<file path="src/rtl/ser_tx_if.sv">
// Byte handshake between a producer and the serial transmitter's input FIFO.
interface ser_tx_if;
    logic [7:0] din;
    logic       din_vld;
    logic       din_rdy;

    modport master (output din, output din_vld, input din_rdy);
    modport slave  (input din, input din_vld, output din_rdy);
endinterface

</file>
<file path="src/rtl/ser_tx_fifo.sv">
// Buffered 8N1 UART transmitter: valid/ready byte input into a circular FIFO,
// LSB-first serial output with one start and one stop bit, back-to-back frames.
module ser_tx_fifo #(
    parameter int unsigned CLK_DIV = 434,
    parameter int unsigned ADDR_W  = 2
) (
    input  logic            clk,
    input  logic            rst,
    ser_tx_if.slave         tx,
    output logic            ser_txd,
    output logic            busy,
    output logic [ADDR_W:0] fifo_cnt
);

    localparam int unsigned DEPTH  = 1 << ADDR_W;
    localparam int unsigned CNT_W  = ADDR_W + 1;
    localparam int unsigned BAUD_W = $clog2(CLK_DIV);

    localparam logic [1:0] S_IDLE  = 2'd0;
    localparam logic [1:0] S_START = 2'd1;
    localparam logic [1:0] S_DATA  = 2'd2;
    localparam logic [1:0] S_STOP  = 2'd3;

    logic [7:0]        mem [DEPTH];
    logic [ADDR_W-1:0] wr_ptr;
    logic [ADDR_W-1:0] rd_ptr;
    logic              full;
    logic              push;
    logic              pop;
    logic              cnt_nz;
    logic              baud_end;

    logic [1:0]        state, state_nxt;
    logic [BAUD_W-1:0] baud_cnt, baud_nxt;
    logic [2:0]        bit_cnt, bit_nxt;
    logic [7:0]        sr, sr_nxt;
    logic              txd_nxt;
    logic              busy_nxt;

    // No bypass: a pop on the same edge does not reopen a full FIFO.
    assign full        = (fifo_cnt == CNT_W'(DEPTH));
    assign tx.din_rdy  = ~full;
    assign push        = tx.din_vld & ~full;
    assign cnt_nz      = (fifo_cnt != '0);
    assign baud_end    = (baud_cnt == BAUD_W'(CLK_DIV - 1));

    // Storage needs no reset; pointers and count define its contents.
    always_ff @(posedge clk) begin
        if (push) begin
            mem[wr_ptr] <= tx.din;
        end
    end

    always_ff @(posedge clk) begin
        if (rst) begin
            wr_ptr   <= '0;
            rd_ptr   <= '0;
            fifo_cnt <= '0;
        end else begin
            if (push) begin
                wr_ptr <= wr_ptr + ADDR_W'(1);
            end
            if (pop) begin
                rd_ptr <= rd_ptr + ADDR_W'(1);
            end
            fifo_cnt <= fifo_cnt + CNT_W'(push) - CNT_W'(pop);
        end
    end

    always_ff @(posedge clk) begin
        if (rst) begin
            state    <= S_IDLE;
            baud_cnt <= '0;
            bit_cnt  <= '0;
            sr       <= '0;
            ser_txd  <= 1'b1;
            busy     <= 1'b0;
        end else begin
            state    <= state_nxt;
            baud_cnt <= baud_nxt;
            bit_cnt  <= bit_nxt;
            sr       <= sr_nxt;
            ser_txd  <= txd_nxt;
            busy     <= busy_nxt;
        end
    end

    always_comb begin
        state_nxt = state;
        baud_nxt  = baud_cnt;
        bit_nxt   = bit_cnt;
        sr_nxt    = sr;
        txd_nxt   = ser_txd;
        busy_nxt  = busy;
        pop       = 1'b0;

        case (state)
            S_IDLE: begin
                if (cnt_nz) begin
                    pop       = 1'b1;
                    sr_nxt    = mem[rd_ptr];
                    txd_nxt   = 1'b0;
                    busy_nxt  = 1'b1;
                    baud_nxt  = '0;
                    state_nxt = S_START;
                end
            end
            S_START: begin
                if (baud_end) begin
                    baud_nxt  = '0;
                    txd_nxt   = sr[0];
                    bit_nxt   = '0;
                    state_nxt = S_DATA;
                end else begin
                    baud_nxt = baud_cnt + BAUD_W'(1);
                end
            end
            S_DATA: begin
                if (baud_end) begin
                    baud_nxt = '0;
                    if (bit_cnt == 3'd7) begin
                        txd_nxt   = 1'b1;
                        state_nxt = S_STOP;
                    end else begin
                        sr_nxt  = {1'b0, sr[7:1]};
                        txd_nxt = sr[1];
                        bit_nxt = bit_cnt + 3'd1;
                    end
                end else begin
                    baud_nxt = baud_cnt + BAUD_W'(1);
                end
            end
            default: begin
                // Stop bit end chains straight into the next start bit when data waits.
                if (baud_end) begin
                    baud_nxt = '0;
                    if (cnt_nz) begin
                        pop       = 1'b1;
                        sr_nxt    = mem[rd_ptr];
                        txd_nxt   = 1'b0;
                        state_nxt = S_START;
                    end else begin
                        busy_nxt  = 1'b0;
                        state_nxt = S_IDLE;
                    end
                end else begin
                    baud_nxt = baud_cnt + BAUD_W'(1);
                end
            end
        endcase
    end

endmodule

</file>
<file path="src/flat_wrapper.sv">
// flat-port wrapper written by rule: the top's interface ports become plain ports
module ser_tx_fifo_flat 
#(
    parameter int unsigned CLK_DIV = 434,
    parameter int unsigned ADDR_W  = 2
)
  (clk, rst, ser_txd, busy, fifo_cnt, tx_din, tx_din_vld, tx_din_rdy);
  ser_tx_if tx_i ();
  input  logic clk;
  input  logic rst;
  output logic ser_txd;
  output logic busy;
  output logic [ADDR_W:0] fifo_cnt;
  input wire logic [$bits(tx_i.din)-1:0] tx_din;
  input wire logic [$bits(tx_i.din_vld)-1:0] tx_din_vld;
  output wire logic [$bits(tx_i.din_rdy)-1:0] tx_din_rdy;
  assign tx_i.din = tx_din;
  assign tx_i.din_vld = tx_din_vld;
  assign tx_din_rdy = tx_i.din_rdy;
  ser_tx_fifo #(.CLK_DIV(CLK_DIV), .ADDR_W(ADDR_W)) u_core (.clk(clk), .rst(rst), .tx(tx_i), .ser_txd(ser_txd), .busy(busy), .fifo_cnt(fifo_cnt));
endmodule
</file>
<file path="config.mk">
export PLATFORM = sky130hd
export DESIGN_NAME = ser_tx_fifo_flat
export DESIGN_NICKNAME = d
export VERILOG_FILES = /design/src/rtl/ser_tx_if.sv /design/src/rtl/ser_tx_fifo.sv /design/src/flat_wrapper.sv
export SDC_FILE = /design/constraint.sdc
export NUM_CORES = 1
export LEC_CHECK = 0
export BUFFER_PORTS_ARGS = -buffer_cell sky130_fd_sc_hd__buf_2
export CAP_MARGIN = 40
export CORE_UTILIZATION = 44
export CTS_CLUSTER_DIAMETER = 40
export CTS_CLUSTER_SIZE = 20
export DETAILED_ROUTE_END_ITERATION = 8
export PLACE_DENSITY = 0.57
export REMOVE_ABC_BUFFERS = 1
export SYNTH_ARGS = -nofsm -noshare
export SYNTH_HDL_FRONTEND = slang
export SYNTH_SLANG_ARGS = --single-unit
</file>
<file path="constraint.sdc">
create_clock -name clk -period 2.9 [get_ports clk]
set_input_delay 0.435 -clock clk [delete_from_list [all_inputs] [get_ports clk]]
set_output_delay 0.435 -clock clk [all_outputs]
set_load 0.02 [all_outputs]
</file>
==> results of run 1 <==
routing by layer:
layer  vias up  share of wire [%]
li1        945                  -
met2        35                 43
met1       898                 50
met3        10                4.8
met5         -                  0
met4         0                1.8
how the worst max path moves through the flow:
stage,end,startpoint,cells past startpoint,slack [ns]
2_1_floorplan,u_core.fifo_cnt[2]$_SDFF_PP0_,u_core.state[0]$_SDFFE_PP0P_,13,0.35
3_3_place_gp,u_core.fifo_cnt[2]$_SDFF_PP0_,u_core.state[0]$_SDFFE_PP0P_,13,0.37
3_5_place_dp,u_core.fifo_cnt[2]$_SDFF_PP0_,u_core.state[0]$_SDFFE_PP0P_,13,0.30
4_1_cts,u_core.fifo_cnt[2]$_SDFF_PP0_,u_core.state[0]$_SDFFE_PP0P_,13,0.28
5_1_grt,u_core.fifo_cnt[2]$_SDFF_PP0_,u_core.state[1]$_SDFFE_PP0P_,13,0.07
6_report,u_core.fifo_cnt[2]$_SDFF_PP0_,u_core.state[0]$_SDFFE_PP0P_,13,0.29
sequential cells by signal, indices dropped and copies added (netlist names), named ones only:
signal           flops
u_core.baud_cnt      9
u_core.bit_cnt       3
u_core.rd_ptr        2
u_core.sr            8
u_core.ser_txd       1
u_core.wr_ptr        2
u_core.fifo_cnt      3
u_core.state         2
u_core.busy          1
u_core.mem          32
kinds of logic after synthesis:
group	share of synthesized area [%]
compound gates	12.7
fa+ha+maj	6.60
xor+xnor	0.888
flops	54.8
mux	9.43
buf+inv	2.66
simple gates	12.9
power by group through the flow:
stage	registers, mW	logic, mW	clock network, mW
3_3_place_gp	1.29	1.19	0
2_1_floorplan	1.29	0.879	0
3_5_place_dp	1.30	1.20	0
6_report	1.27	1.19	0.643
4_1_cts	1.28	1.21	0.661
5_1_grt	1.30	1.32	0.698
synth_stat cells, types with 4 or more instances:
cell       n  area share [%]
and3_1     4            0.85
a31oi_1    5             1.1
nor2b_1    5             1.1
inv_1     10             1.3
nor2_1    16             2.0
mux4_2     8             6.1
nand2_1   12             1.5
dfxtp_1   33              22
or3_1      5             1.1
ha_1      14             5.9
nand3_1    8             1.4
clkbuf_1   6            0.76
o21ai_0    5            0.85
a22o_1     7             2.1
a21oi_1    8             1.4
and2_1     5             1.1
mux2_2     7             2.7
edfxtp_1  32              32
area by class of cell:
class | instances | share of cell area [%]
well taps | 77 | 2.93
flip-flops and latches | 65 | 49.3
multi-input cells | 151 | 38.2
clock buffers | 10 | 3.88
repair buffers | 20 | 3.35
clock inverters | 6 | 1.07
inverters | 11 | 1.26
cell usage in the layout (no fill, tap or decap), types with 4 or more instances in the layout:
| master | netlist | routed |
|---|---|---|
| or3_1 | 5 | 5 |
| mux4_2 | 8 | 8 |
| mux2_2 | 7 | 7 |
| inv_1 | 10 | 10 |
| a21oi_1 | 8 | 8 |
| a22o_1 | 7 | 7 |
| and2_1 | 5 | 5 |
| nor2b_1 | 5 | 5 |
| and3_1 | 4 | 4 |
| dfxtp_1 | 33 | 33 |
| a31oi_1 | 5 | 5 |
| clkbuf_8 | 0 | 9 |
| nand3_1 | 8 | 8 |
| nor2_1 | 16 | 16 |
| edfxtp_1 | 32 | 32 |
| buf_4 | 0 | 4 |
| buf_2 | 2 | 16 |
| o21ai_0 | 5 | 5 |
| ha_1 | 14 | 14 |
| nand2_1 | 12 | 12 |
worst max-delay path, stage by stage, from the launching register on:
cell	delay [ns]
dfxtp_1	0.38
inv_1	0.09
ha_1	0.22
nor2b_1	0.13
a41oi_1	0.35
nor2_1	0.08
ha_1	0.28
inv_1	0.06
ha_1	0.14
inv_1	0.05
fa_1	0.36
xor2_1	0.16
xnor2_1	0.14
nor2_1	0.05
==> metrics.txt, run 1 <==
final slew viol count=0; gpl congestion=0.763; Core Box Area=6420 um2; sequential share of power=41.0%; f_max=383 MHz; ANT cells=0; htree depth=3; RSZ-0062 raised after global routing=no; crit end category=flop; CP Launch Type=flop; slew at the pin closest to its max-slew limit=0.547 ns; EDFF count, synth=32; dpl ws=0.300 ns; worst-path maximum fanout=5; met2 Use GR=24.6%; TritonCTS clock tree=done; pwr/cell area=945 nW/um2; CTS clock-pin slew for the worst setup and hold paths=0.08 ns; router iterations before antenna repair=6; setup ws final=0.287 ns; Arrival @ worst endpoint=2.81 ns; Num CTS Buffers=9; maximum clock insertion buffer count=2; Worst Hold Slack=0.309 ns; syn_area_per_cell=12.5 um2; DR DRC count=2; share of layout cells above drive strength 1=21.3%; die area=7050 um2; Fin. Hold Viols=0; Final Skew=0.0121 ns; WP data required=3.10 ns; Seq. cell area=1620 um2; Net Sw Power=1.14 mW; setup_tns=0 ns; die height=84.0 um; Die Width=84.0 um; post-synthesis register bit count=65; total power=3.11 mW; relative slew slack=63.5%; Final Cycle Share=90.1%; number of non-filler instances in the completed layout=340; GRT met1 Usage=23.3%; Std-Cell Rows=29; GR peak layer=met2; Initial Utilization=46.1%; placed standard-cell area=3130 um2; r2r worst-path depth=13; GRT Residual Overflow=0; met3 Use GR=4.75%; vias in the first global route=1792; ys async rst share=0%; area of the multi-input gates=1260 um2; sequential area share after synthesis=54.8%; initial DRC count=87; Routed WL per cell=15.7 um; mapped cell area=2960 um2; failing checks=design-rule violations; Cells on Worst Hold Path=1; Skew-Pair Late Insertion Delay=0.34 ns; Worst Hold Launch=tx_din[3]; Hold Crit Class=in -> reg; Nets=284; Internal Power=1.97 mW; All-Layer GR Usage=16.8%; Setup violations, final=0; Fillers=576; CTS resizes=0; fin crit period=2.61 ns; Netlist cell types=51; Leakage=1.19 nW; first-pass GRT wire length=8.89 mm; Syn. warnings=0; Routed Antenna Nets=0; R2R Path Start=u_core.state[0]$_SDFFE_PP0P_; Max VDD drop=529 uV; pin count of the biggest net entering global routing=25; WS Path Type=reg -> reg; synthesis-to-finish area growth=11.2%; Detailed Place HPWL=3.64 mm; run status=finished with violations; antenna violations before repair=0; Worst R2R End=u_core.fifo_cnt[2]$_SDFF_PP0_; Logic pwr share=38.3%; utilization after layout=51.2%; PortBufs=16; hold worst-path end=u_core.mem[0][3]$_DFFE_PP_; clock root cell=clkbuf_8; post-CTS setup buffer count=0; Design Area, Final=3290 um2; share of total power in the clock network=20.7%; Sw Ratio=36.6%; # Max-Cap Violations=0; Gate Count Post-Synth=236; ys flop type=dfxtp_1; Top Ports=17; CTS sink count=65; Via-to-Cell Ratio=5.55; placed insts=324; drt total wl=5.35 mm; hold buffers post-CTS=0; reg-to-reg setup timing slack=0.29 ns; vias=1888
No activity file was read; power rests on OpenSTA's default activity.
==> run 2: changes to the inputs <==
--- a/config.mk
+++ b/config.mk
@@ -7,11 +7,11 @@
 export LEC_CHECK = 0
 export BUFFER_PORTS_ARGS = -buffer_cell sky130_fd_sc_hd__buf_2
 export CAP_MARGIN = 40
-export CORE_UTILIZATION = 44
+export CORE_UTILIZATION = 53
 export CTS_CLUSTER_DIAMETER = 40
 export CTS_CLUSTER_SIZE = 20
 export DETAILED_ROUTE_END_ITERATION = 8
-export PLACE_DENSITY = 0.57
+export PLACE_DENSITY = 0.67
 export REMOVE_ABC_BUFFERS = 1
 export SYNTH_ARGS = -nofsm -noshare
 export SYNTH_HDL_FRONTEND = slang
==> run 2 against run 1 <==
Effect of this change:
- the flow now finishes without violations
- register-to-register slack about the same
- cell area up 0.91%
- setup slack better by 0.0077 ns
- routed wire length down 6.9%
- global-route usage up 2.4 points
- cell count down 2.1%
- largest power group unchanged
- highest routed layer unchanged
==> metrics.txt, run 2 (same netlist as run 1, synthesis figures left out) <==
Top Ports=17; crit path cell chain=inv_1, ha_1, nor2b_1, a41oi_1, nor2_1, ha_1, inv_1, ha_1, inv_1, fa_1, xor2_1, xnor2_1, nor2_1; Arrival @ worst endpoint=2.82 ns; Std-Cell Rows=26; CTS resizes=0; Top delay family on crit path=adder cells; share of layout cells above drive strength 1=22.8%; slew at the pin closest to its max-slew limit=0.535 ns; PortBufs=16; Fin. Hold Viols=0; f_max=384 MHz; Setup violations, final=0; total power=3.24 mW; leading registers by flop count=u_core.mem (32), u_core.baud_cnt (9), u_core.sr (8); initial DRC count=184; slowest cell delay on critical path=0.38 ns; Final Cycle Share=89.8%; most common cell after layout, fill and taps aside=dfxtp_1; first-pass GRT wire length=8.63 mm; Hold Crit Class=in -> reg; Routed Antenna Nets=0; htree depth=3; Final Skew=0.0107 ns; clock root cell=clkbuf_8; die area=5880 um2; TritonCTS clock tree=done; Max VDD drop=602 uV; Cells on Worst Hold Path=1; WP data required=3.12 ns; antenna violations before repair=0; most frequent cells in the layout=33 x dfxtp_1, 32 x edfxtp_1, 16 x nor2_1, 16 x buf_2, 14 x ha_1; vias in the first global route=1801; WS Path Type=reg -> reg; Die Width=76.7 um; gpl congestion=0.764; worst-path maximum fanout=5; All-Layer GR Usage=19.2%; pin count of the biggest net entering global routing=18; Nets=284; max FFs per register=32; GRT Residual Overflow=0; crit end category=flop; largest register by flop count=u_core.mem; router iterations before antenna repair=4; pwr/cell area=977 nW/um2; vias=1914; run status=completed; Initial Utilization=56.5%; maximum clock insertion buffer count=2; r2r worst-path depth=13; Worst Path Buf+Inv=3; DR DRC count=0; Num CTS Buffers=9; synthesis-to-finish area growth=12.2%; Detailed Place HPWL=3.44 mm; ANT cells=0; Via-to-Cell Ratio=5.75; slowest stage cell, crit path=dfxtp_1; drt total wl=4.98 mm; post-CTS setup buffer count=0; hold buffers post-CTS=0; RSZ-0062 raised after global routing=no; CTS clock-pin slew for the worst setup and hold paths=0.08 ns; CTS sink count=65; dpl ws=0.311 ns; Routed WL per cell=15.0 um; Core Box Area=5240 um2; CP Launch Type=flop; relative slew slack=64.3%; Skew-Pair Late Insertion Delay=0.34 ns; final slew viol count=0; Leakage=1.22 nW; setup ws final=0.295 ns; Critical Path Stages=13; setup_tns=0 ns; # Max-Cap Violations=0; fin crit period=2.60 ns; die height=76.7 um
-- run 2: cell count changes in the layout (fill, tap and decap cells not counted) --
cell,previous run,this run
inv_6,0,2
clkinv_1,3,0
clkbuf_1,1,0
bufinv_16,0,1
clkinv_2,0,1
clkinvlp_4,2,1
clkinv_4,1,2
-- run 2: worst register-to-register path, stage by stage, from the launching register on --
cell and delay [ns]:
dfxtp_1 0.38, inv_1 0.08, ha_1 0.21, nor2b_1 0.13, a41oi_1 0.34, nor2_1 0.09
ha_1 0.29, inv_1 0.06, ha_1 0.13, inv_1 0.05, fa_1 0.37, xor2_1 0.17
xnor2_1 0.13, nor2_1 0.05
-- run 2: layout make-up --
type                       count  area (um2)
clock inverter                 7        77.6
sequential                    65        1620
fill                         425        1920
tap                           70        87.6
multi-input combinational    151        1260
clock buffer                   9         124
inverter                      11        41.3
timing repair buffer          20         110
-- run 2: worst paths after layout --
path	start	endpoint	slack, ns
setup / recovery	u_core.state[0]$_SDFFE_PP0P_	u_core.fifo_cnt[2]$_SDFF_PP0_	0.30
hold / removal	tx_din[5]	u_core.mem[3][5]$_DFFE_PP_	0.31
setup reg to reg	u_core.state[0]$_SDFFE_PP0P_	u_core.fifo_cnt[2]$_SDFF_PP0_	0.30
hold reg to reg	u_core.sr[5]$_SDFFE_PP0P_	u_core.sr[5]$_SDFFE_PP0P_	0.48
-- run 2: where the power goes --
group | switching [mW] | total [mW] | leakage (nW) | internal, mW
sequential | 0.139 | 1.27 | 0.563 | 1.13
clock | 0.368 | 0.772 | 0.100 | 0.404
combinational | 0.659 | 1.20 | 0.554 | 0.541
-- run 2: per-stage QoR --
| step | std cells | instance area, um2 | hold slack (ns) | util [%] |
|---|---|---|---|---|
| after floorplan | 227 | 2920 | 0.438 | - |
| after global placement | 317 | 3120 | 0.455 | 59.5 |
| after detailed placement | 317 | 3120 | 0.458 | 59.5 |
| after CTS | 333 | 3320 | 0.301 | 63.4 |
| after global routing | 333 | 3320 | 0.300 | 63.4 |
| final | 333 | 3320 | 0.308 | 63.4 |
-- run 2: routing by layer --
layer	GRT usage [%]	vias up	share of wire, %
li1	-	946	-
met1	28.1	907	50
met2	26.9	50	43
met3	4.40	11	5.1
met4	9.23	0	2.1
met5	0	-	0
==> run 3: changes to the inputs <==
--- a/config.mk
+++ b/config.mk
@@ -11,7 +11,7 @@
 export CTS_CLUSTER_DIAMETER = 40
 export CTS_CLUSTER_SIZE = 20
 export DETAILED_ROUTE_END_ITERATION = 8
-export PLACE_DENSITY = 0.67
+export PLACE_DENSITY = 0.7
 export REMOVE_ABC_BUFFERS = 1
 export SYNTH_ARGS = -nofsm -noshare
 export SYNTH_HDL_FRONTEND = slang
==> constraint.sdc (replaced) <==
create_clock -name clk -period 2.3 [get_ports clk]
set_input_delay 0.345 -clock clk [delete_from_list [all_inputs] [get_ports clk]]
set_output_delay 0.345 -clock clk [all_outputs]
set_load 0.02 [all_outputs]
==> run 3 against run 2 <==
Effect of this change:
- the run now ends with negative setup slack left
- non-clock buffer count grew 18
- cell count up 5.4%
- hold slack worse by 0.088 ns
- cell area up 5.6%
- first-iteration DRC count down 14%
- global-route usage up 1.1 points
- setup slack got worse by 0.30 ns
- via count grew 5.4%
- routed wire length rose by 12%
- fmax rose by 13%
- die area stayed put
==> metrics.txt, run 3 (same netlist as run 1, synthesis figures left out) <==
Hold Crit Class=in -> reg; ANT cells=0; fin crit period=2.31 ns; DR DRC count=0; dpl ws=-0.140 ns; failing checks=negative setup slack; GRT Residual Overflow=0; Die Width=76.7 um; setup ws final=-0.00967 ns; CTS clock-pin slew for the worst setup and hold paths=0.07 ns; vias in the first global route=1874; Initial Utilization=56.5%; TritonCTS clock tree=done; final slew viol count=0; Final Skew=0.00755 ns; Num CTS Buffers=9; htree depth=3; gpl congestion=0.861; pin count of the biggest net entering global routing=25; f_max=433 MHz; Leakage=1.32 nW; Via-to-Cell Ratio=5.75; first-pass GRT wire length=9.09 mm; relative slew slack=66.9%; Setup violations, final=1; die area=5880 um2; utilization after layout=66.9%; Fillers=393; Nets=302; maximum clock insertion buffer count=2; router iterations before antenna repair=5; Design Area, Final=3510 um2; crit end category=flop; Max VDD drop=839 uV; synthesis-to-finish area growth=18.5%; most frequent cells in the layout=32 x edfxtp_1, 30 x dfxtp_1, 22 x buf_4; largest register by flop count=u_core.mem; WS Path Type=reg -> reg; slowest stage cell, crit path=fa_2; share of layout cells above drive strength 1=33.1%; max FFs per register=32; CP Launch Type=flop; drt total wl=5.57 mm; initial DRC count=158; Top Ports=17; CTS sink count=65; hold buffers post-CTS=0; Routed Antenna Nets=0; leading registers by flop count=u_core.mem (32), u_core.baud_cnt (9), u_core.sr (8); Arrival @ worst endpoint=2.51 ns; slew at the pin closest to its max-slew limit=0.496 ns; worst-path maximum fanout=3; pwr/cell area=1230 nW/um2; most common cell after layout, fill and taps aside=edfxtp_1; # Max-Cap Violations=0; Final Cycle Share=100%; Fin. Hold Viols=0; run status=finished with violations; placed standard-cell area=3230 um2; WP data required=2.50 ns; die height=76.7 um; slowest cell delay on critical path=0.36 ns; Core Box Area=5240 um2; All-Layer GR Usage=20.3%; Std-Cell Rows=26; RSZ-0062 raised after global routing=yes; vias=2017; PortBufs=16; Routed WL per cell=15.9 um; antenna violations before repair=0; clock root cell=clkbuf_8; crit path cell chain=inv_2, ha_4, nor2b_4, a41oi_2, nor2_1, ha_1, inv_1, ha_2, inv_2, fa_2, xor2_2, xnor2_1, nor2_1; Skew-Pair Late Insertion Delay=0.34 ns; Detailed Place HPWL=3.68 mm
==> run 3: cell types whose count changed in the layout (fill, tap and decap cells not counted), moves of 2 or more <==
cell / before / now
buf_4: 4 / 22
dfxtp_1: 33 / 30
dfxtp_2: 0 / 3
ha_1: 14 / 10
ha_2: 0 / 3
inv_1: 10 / 7
inv_2: 1 / 4
nor2b_1: 5 / 2
nor2b_4: 0 / 2
==> run 3: final cells by class <==
class	instances	area, um2	share of cell area (%)
clock buffers	10	128	3.64
clock inverters	6	66.3	1.89
inverters	11	41.3	1.18
multi-input cells	151	1310	37.4
flip-flops and latches	65	1630	46.4
well taps	70	87.6	2.50
repair buffers	38	245	7.00
==> run 3: power breakdown <==
part | switching (mW) | leakage, nW | total, mW | internal, mW
combinational | 0.948 | 0.654 | 1.81 | 0.864
clock | 0.444 | 0.101 | 0.948 | 0.504
sequential | 0.134 | 0.564 | 1.56 | 1.43
==> run 3: layer usage <==
| layer | track usage (%) | wire length, um | up-vias |
|---|---|---|---|
| li1 | - | - | 979 |
| met1 | 28.7 | 2800 | 970 |
| met2 | 29.4 | 2440 | 59 |
| met3 | 4.64 | 231 | 9 |
| met4 | 9.81 | 87 | 0 |
| met5 | 0 | 0 | - |
==> run 3: path summary, 6_finish.rpt <==
path / to / start / slack (ns) / depth (start not counted)
worst min register to register: u_core.sr[6]$_SDFFE_PP0P_ / u_core.sr[6]$_SDFFE_PP0P_ / 0.48 / 1
worst min-delay path: u_core.mem[3][5]$_DFFE_PP_ / tx_din[5] / 0.22 / 1
worst max register to register: u_core.fifo_cnt[2]$_SDFF_PP0_ / u_core.state[0]$_SDFFE_PP0P_ / -0.01 / 13
worst max-delay path: u_core.fifo_cnt[2]$_SDFF_PP0_ / u_core.state[0]$_SDFFE_PP0P_ / -0.01 / 13
==> run 3: critical path, delay by kind of cell (launching register included) <==
| kind | cells | cell delay (ns) |
|---|---|---|
| adder cells (fa/ha/maj) | 4 | 0.95 |
| flip-flops | 1 | 0.35 |
| XOR/XNOR | 2 | 0.30 |
| AND/OR/NAND/NOR | 3 | 0.23 |
| AO/OA/AOI/OAI | 1 | 0.18 |
| buffers and inverters | 3 | 0.15 |
==> run 3: repair_timing <==
action                                  4_1_cts  5_1_grt
setup buffers                                 2        1
endpoints found under the setup margin        1        2
pin swaps                                     2        6
gates resized for setup                       7       12
==> run 3: stage by stage <==
| stage | hold WS (ns) | TNS [ns] | cells | total power [mW] |
|---|---|---|---|---|
| final | 0.220 | -0.00967 | 351 | 4.33 |
| after global routing | 0.208 | -0.164 | 351 | 4.59 |
| after CTS | 0.210 | -0.0157 | 350 | 4.24 |
| after detailed placement | 0.461 | -0.140 | 332 | 3.24 |
| after global placement | 0.459 | -0.0613 | 332 | 3.20 |
| after floorplan | 0.412 | -0.308 | 227 | 2.74 |
